$ cat config.mk
export PLATFORM = sky130hd
export DESIGN_NAME = bitmap_loader
export DESIGN_NICKNAME = d
export VERILOG_FILES = /design/src/rtl/cpu_pkg.sv /design/src/rtl/bm_word_buffer.sv /design/src/rtl/bitmap_loader.sv
export SDC_FILE = /design/constraint.sdc
export NUM_CORES = 2
export LEC_CHECK = 0
export CAP_MARGIN = 20
export CORE_AREA = 3 3 621 623
export CTS_BUF_LIST = sky130_fd_sc_hd__clkbuf_4 sky130_fd_sc_hd__clkbuf_8
export DETAILED_ROUTE_END_ITERATION = 8
export DIE_AREA = 0 0 624 626
export PLACE_DENSITY = 0.34
export REMOVE_ABC_BUFFERS = 1
export SLEW_MARGIN = 20
export SYNTH_ARGS = -nofsm -noshare
export SYNTH_HDL_FRONTEND = slang
export SYNTH_SLANG_ARGS = --single-unit
$ cat constraint.sdc
create_clock -name clk -period 2.85 [get_ports clk]
set_input_delay 0.4275 -clock clk [delete_from_list [all_inputs] [get_ports clk]]
set_output_delay 0.4275 -clock clk [all_outputs]
set_load 0.05 [all_outputs]
$ cat src/rtl/cpu_pkg.sv
// ============================================================================
// Module      : cpu_pkg
// Description : Shared bitmap geometry, index type and loader state encoding.
// Revision    : 1.0 - initial release
// ============================================================================
`default_nettype none

package cpu_pkg;

  localparam int BM_WIDTH = 1536;
  localparam int WORD_W   = 16;
  localparam int BM_WORDS = BM_WIDTH / WORD_W;
  localparam int BM_REGS  = 3;

  typedef logic [1:0] bm_idx_t;

  typedef enum logic [1:0] {
    ST_IDLE   = 2'd0,
    ST_FETCH  = 2'd1,
    ST_COMMIT = 2'd2
  } bl_state_t;

endpackage

`default_nettype wire

$ cat src/rtl/bm_word_buffer.sv
// ============================================================================
// Module      : bm_word_buffer
// Description : NW x W staging register, one indexed write port, flat read bus.
// Revision    : 1.0 - initial release
// ============================================================================
`default_nettype none

module bm_word_buffer #(
  parameter int W     = 16,
  parameter int NW    = 96,
  parameter int IDX_W = $clog2(NW)
) (
  input  logic              clk,
  input  logic              rst_n,
  input  logic              we,
  input  logic [IDX_W-1:0]  widx,
  input  logic [W-1:0]      wdata,
  output logic [NW*W-1:0]   rdata
);

  logic [W-1:0] r_slot [NW];

  always_ff @(posedge clk or negedge rst_n) begin
    if (!rst_n) begin
      for (int k = 0; k < NW; k++) r_slot[k] <= '0;
    end else if (we) begin
      for (int k = 0; k < NW; k++) begin
        if (widx == IDX_W'(k)) r_slot[k] <= wdata;
      end
    end
  end

  // Slot k lands at bits [W*k+W-1 : W*k] of the bitmap payload.
  generate
    for (genvar k = 0; k < NW; k++) begin : g_flat
      assign rdata[k*W +: W] = r_slot[k];
    end
  endgenerate

endmodule

`default_nettype wire

$ cat src/rtl/bitmap_loader.sv
// ============================================================================
// Module      : bitmap_loader
// Description : Fetches NW memory words into a staging buffer, then writes
//               them to one reg_file bitmap register in a single cycle.
// Revision    : 1.0 - initial release
// ============================================================================
`default_nettype none

module bitmap_loader
  import cpu_pkg::*;
#(
  parameter int W  = WORD_W,
  parameter int B  = BM_WIDTH,
  parameter int AW = 16
) (
  input  logic          clk,
  input  logic          rst_n,
  input  logic          start,
  input  logic [AW-1:0] base_addr,
  input  bm_idx_t       dst_bm,
  output logic          busy,
  output logic          done,
  output logic          err,
  output logic          mem_req,
  output logic [AW-1:0] mem_addr,
  input  logic [W-1:0]  mem_rdata,
  input  logic          mem_rvalid,
  output logic          wbm,
  output bm_idx_t       wbm_addr,
  output logic [B-1:0]  wbm_data
);

  localparam int NW      = B / W;
  localparam int c_IDX_W = $clog2(NW);
  localparam int c_CNT_W = $clog2(NW + 1);

  bl_state_t            r_state;
  bl_state_t            w_state_nxt;
  logic [c_CNT_W-1:0]   r_count;
  logic [AW-1:0]        r_base;
  bm_idx_t              r_dst;

  logic w_start_ok;
  logic w_start_bad;
  logic w_beat;
  logic w_last;

  assign w_start_ok  = (r_state == ST_IDLE) && start && (dst_bm <  bm_idx_t'(BM_REGS));
  assign w_start_bad = (r_state == ST_IDLE) && start && (dst_bm >= bm_idx_t'(BM_REGS));
  assign w_beat      = (r_state == ST_FETCH) && mem_req && mem_rvalid;
  assign w_last      = w_beat && (r_count == c_CNT_W'(NW - 1));

  always_ff @(posedge clk or negedge rst_n) begin
    if (!rst_n) r_state <= ST_IDLE;
    else        r_state <= w_state_nxt;
  end

  always_comb begin
    w_state_nxt = r_state;
    case (r_state)
      ST_IDLE:   if (w_start_ok) w_state_nxt = ST_FETCH;
      ST_FETCH:  if (w_last)     w_state_nxt = ST_COMMIT;
      ST_COMMIT: w_state_nxt = ST_IDLE;
      default:   w_state_nxt = ST_IDLE;
    endcase
  end

  // All handshake outputs are registered; they are loaded from the same
  // conditions that drive the state transitions above.
  always_ff @(posedge clk or negedge rst_n) begin
    if (!rst_n) begin
      r_count  <= '0;
      r_base   <= '0;
      r_dst    <= '0;
      busy     <= 1'b0;
      done     <= 1'b0;
      err      <= 1'b0;
      mem_req  <= 1'b0;
      mem_addr <= '0;
      wbm      <= 1'b0;
      wbm_addr <= '0;
    end else begin
      done <= 1'b0;
      wbm  <= 1'b0;
      err  <= w_start_bad;
      if (w_start_ok) begin
        r_base   <= base_addr;
        r_dst    <= dst_bm;
        r_count  <= '0;
        busy     <= 1'b1;
        mem_req  <= 1'b1;
        mem_addr <= base_addr;
      end
      if (w_beat) begin
        r_count  <= r_count + c_CNT_W'(1);
        mem_addr <= r_base + AW'(r_count) + AW'(1);
      end
      if (w_last) begin
        mem_req  <= 1'b0;
        wbm      <= 1'b1;
        done     <= 1'b1;
        wbm_addr <= r_dst;
      end
      if (r_state == ST_COMMIT) busy <= 1'b0;
    end
  end

  bm_word_buffer #(
    .W    (W),
    .NW   (NW),
    .IDX_W(c_IDX_W)
  ) u_buf (
    .clk  (clk),
    .rst_n(rst_n),
    .we   (w_beat),
    .widx (r_count[c_IDX_W-1:0]),
    .wdata(mem_rdata),
    .rdata(wbm_data)
  );

endmodule

`default_nettype wire
==> results.md <==
* Outcome: complete, no violations
* Yosys top cell area share at 64.3%
* Asr flop ratio synth at 100%
* Synth warn at 0
* Hold_sp: mem_rdata[1]
* Max cap viols at 0
* WHS Endpoint: u_buf.rdata[289]
* Worst r2r path cells at 5
* Required @ worst endpoint at 2.42 ns
* Final Hold Vio Count at 0
* Chip width at 624 um
* Cell taking the most area after synthesis: dfrtp_1
* Clock Tree Buf Depth at 4
* # placed instances at 10400
* Fillers at 40100
* GR Overflow Total at 0
* Synthesized instance count at 3746
* DRC at 0
* Setup CP Type: reg2out
* CP peak stage delay at 0.91 ns
* Initial Util at 16.2%
* Pre-CTS WS at -0.0200 ns
* Core Area at 381000 sq um
* Via/cell ratio at 3.70
* # IOs at 1597
* Reg-to-Reg End: u_buf.rdata[71]
* Power density cells at 739 nW/um^2
* Peak supply drop at 0.369 mV
* Clk sinks at 1585
* Part of the power in the clock network at 36.4%
* Slew HR at 29.1%
* Final setup viols at 0
* Top cells by count, synth: 1585 x dfrtp_1, 1305 x mux2_2, 200 x mux2_4, 166 x clkbuf_1, 72 x nand2_1
* Top post-synthesis cells by area: dfrtp_1 64%, mux2_2 24%, mux2_4 4.9%, clkbuf_1 1.0%, nand3_4 0.71%
* Worst endpoint data arrival time at 2.28 ns
* P_int at 0.0441 W
* Placer congestion estimate at 0.741
* Clock root buffer: clkbuf_8
* Worst hold path type: in2reg
* GRT Overall Usage at 15.7%
* Die area at 391000 sq um
* Reg power frac at 37.4%
* R2R setup slack at 0.29 ns
* Clk_lat worst skew at 1.06 ns
* Synth Cell Area at 61700 sq um
* Min cycle time layout at 2.70 ns
* WP buf/inv at 1
* Overall Power at 0.0690 W
* CTS tree: yes
* Layout cells sized above 1 at 42.2%
* Via count at 40600
* Placed inst area at 86700 sq um
* Synth Flop Type: dfrtp_1
* Critical path fanouts, max at 2
* Initial antenna violation count at 53
* IO buf count at 1596
* First-pass GRT wire length at 420 mm
* Switching power share of the total at 36.0%
* Max-slew violations at 0
* Clk_skew at 0.0726 ns
* Fin area at 93300 sq um
* Hold path depth at 2
* Crit path max-delay family: buffers and inverters
* CP startpoint kind: register
* Non-Filler Instances at 11000
* R2R Path Start: r_count[2]
* CTS buffer count at 328
* CP Capture Type: primary output
* Synth-to-Final Area Change at 51.3%
* Final Util at 24.5%
* Synthesized flop and latch total at 1585
* Tightest Pin Transition at 1.06 ns
* Slowest cell on crit path: clkdlybuf4s50_1
* Count leader, synth: dfrtp_1
* Synth cell types at 58
* FMAX at 370 MHz
* DRC marker count from the first detailed-route iteration at 1616
* PnR worst setup slack at 0.147 ns
* Period utilization at 94.8%
* Largest net degree at the start of global routing at 87
* Drt total wl at 318 mm
* Postcts setup bufs at 0
* Hpwl dp at 225 mm
* Mean Syn Cell Area at 16.5 sq um
* Row Count at 227
* CP Cell Sequence: clkdlybuf4s50_1
* Post-route ant nets at 0
* Switch Pwr at 0.0248 W
* Die Y at 626 um
* Number of global-route vias before repair at 43700
* Combinational Power Share at 26.2%
* Clock-pin slew on the worst setup and hold paths at 0.06 ns
* Initial DRT Pass Iterations at 5
* Crit path from: u_buf.rdata[386]
* Final #Nets at 5753
* H-tree Lvls at 5
* Post-synthesis sequential area ratio at 64.3%
* Post-synth EDFFs at 0
* Leak Pwr at 45.0 nW
* Drt wl/cell at 29.0 um
## logic make-up (layout without fill, tap and decap cells)
family	Yosys count	after routing	synth area share, %
AO/OA/AOI/OAI	50	50	0.548
multiplexers	1538	1538	29.3
buffers and inverters	306	2478	2.67
other	0	18	0
adder cells (fa/ha/maj)	12	12	0.256
AND/OR/NAND/NOR	240	240	2.68
XOR/XNOR	15	15	0.213
flip-flops	1585	1585	64.3
## cell usage in the layout (no fill, tap or decap), types with 12 or more instances in the layout
cell type / instances
clkbuf_4: 122
mux2_2: 1305
dlygate4sd3_1: 31
dfrtp_1: 1585
nor2_2: 30
diode_2: 18
clkdlybuf4s50_1: 1225
buf_4: 142
clkinv_2: 16
clkbuf_8: 381
mux2_1: 33
buf_6: 16
nand2_2: 29
dlygate4sd2_1: 342
nand3_4: 25
nand2_1: 71
buf_12: 163
nand3_1: 12
mux2_4: 200
nor2_1: 20
## worst register-to-register path, stage by stage, from the launching register on
cell	delay (ns)
dfrtp_1	0.60
nor2b_4	0.53
nand3_1	0.46
nor2_2	0.32
buf_12	0.19
mux2_2	0.35
## worst max path at each step
stage | to | slack, ns | cells after the start
after global routing | wbm_data[388] | -0.001 | 1
after detailed placement | u_buf.rdata[898] | -0.02 | 7
after floorplan | wbm_addr[0] | -1.18 | 6
after global placement | u_buf.rdata[1384] | -0.02 | 8
final | wbm_data[386] | 0.15 | 1
after CTS | wbm_data[1003] | 0.000009 | 1
## per-layer routing
layer	GRT usage, %	vias up	wire length, um
li1	-	17100	-
met1	17.3	21600	119000
met2	28.6	1460	165000
met3	5.16	434	24500
met4	4.57	2	9870
met5	0	-	13
## power groups by stage
stage	logic (W)	clock network, W	registers [W]
floorplan	0.00298	0	0.0328
global placement	0.0189	0	0.0262
detailed placement	0.0189	0	0.0262
CTS	0.0186	0.0262	0.0258
global route	0.0188	0.0272	0.0261
finish	0.0181	0.0251	0.0258
## per-stage QoR
stage	hold WS, ns	TNS [ns]
after floorplan	0.132	-376.84
after global placement	0.469	-0.101
after detailed placement	0.428	-0.162
after CTS	0.00359	0
after global routing	0.0275	-0.00118
final	0.109	0
## cell type report
| type | count | area, sq um | area share, % |
|---|---|---|---|
| tap | 5038 | 6300 | 6.76 |
| inverter | 10 | 37.5 | 0.0402 |
| multi-input combinational | 1855 | 20400 | 21.9 |
| sequential | 1585 | 39700 | 42.5 |
| clock inverter | 42 | 488 | 0.523 |
| timing repair buffer | 1923 | 20100 | 21.6 |
| antenna | 18 | 45.0 | 0.0483 |
| clock buffer | 503 | 6160 | 6.60 |
## what timing repair did
| item | CTS | global route |
|---|---|---|
| hold buffers | 31 | 0 |
| endpoints found under the setup margin | 343 | 2 |
| hold endpoints to repair | 1187 | 0 |
| gates resized for setup | 345 | 2 |
## state kept, by name, indices dropped and copies added, names as in the netlist
register and count:
u_buf.rdata 1536, busy 1, wbm_addr 2, r_count 7, mem_req 1, wbm 1, r_base 16, r_state 2
r_dst 2, mem_addr 16, err 1
(Power assumes the default switching activity.)
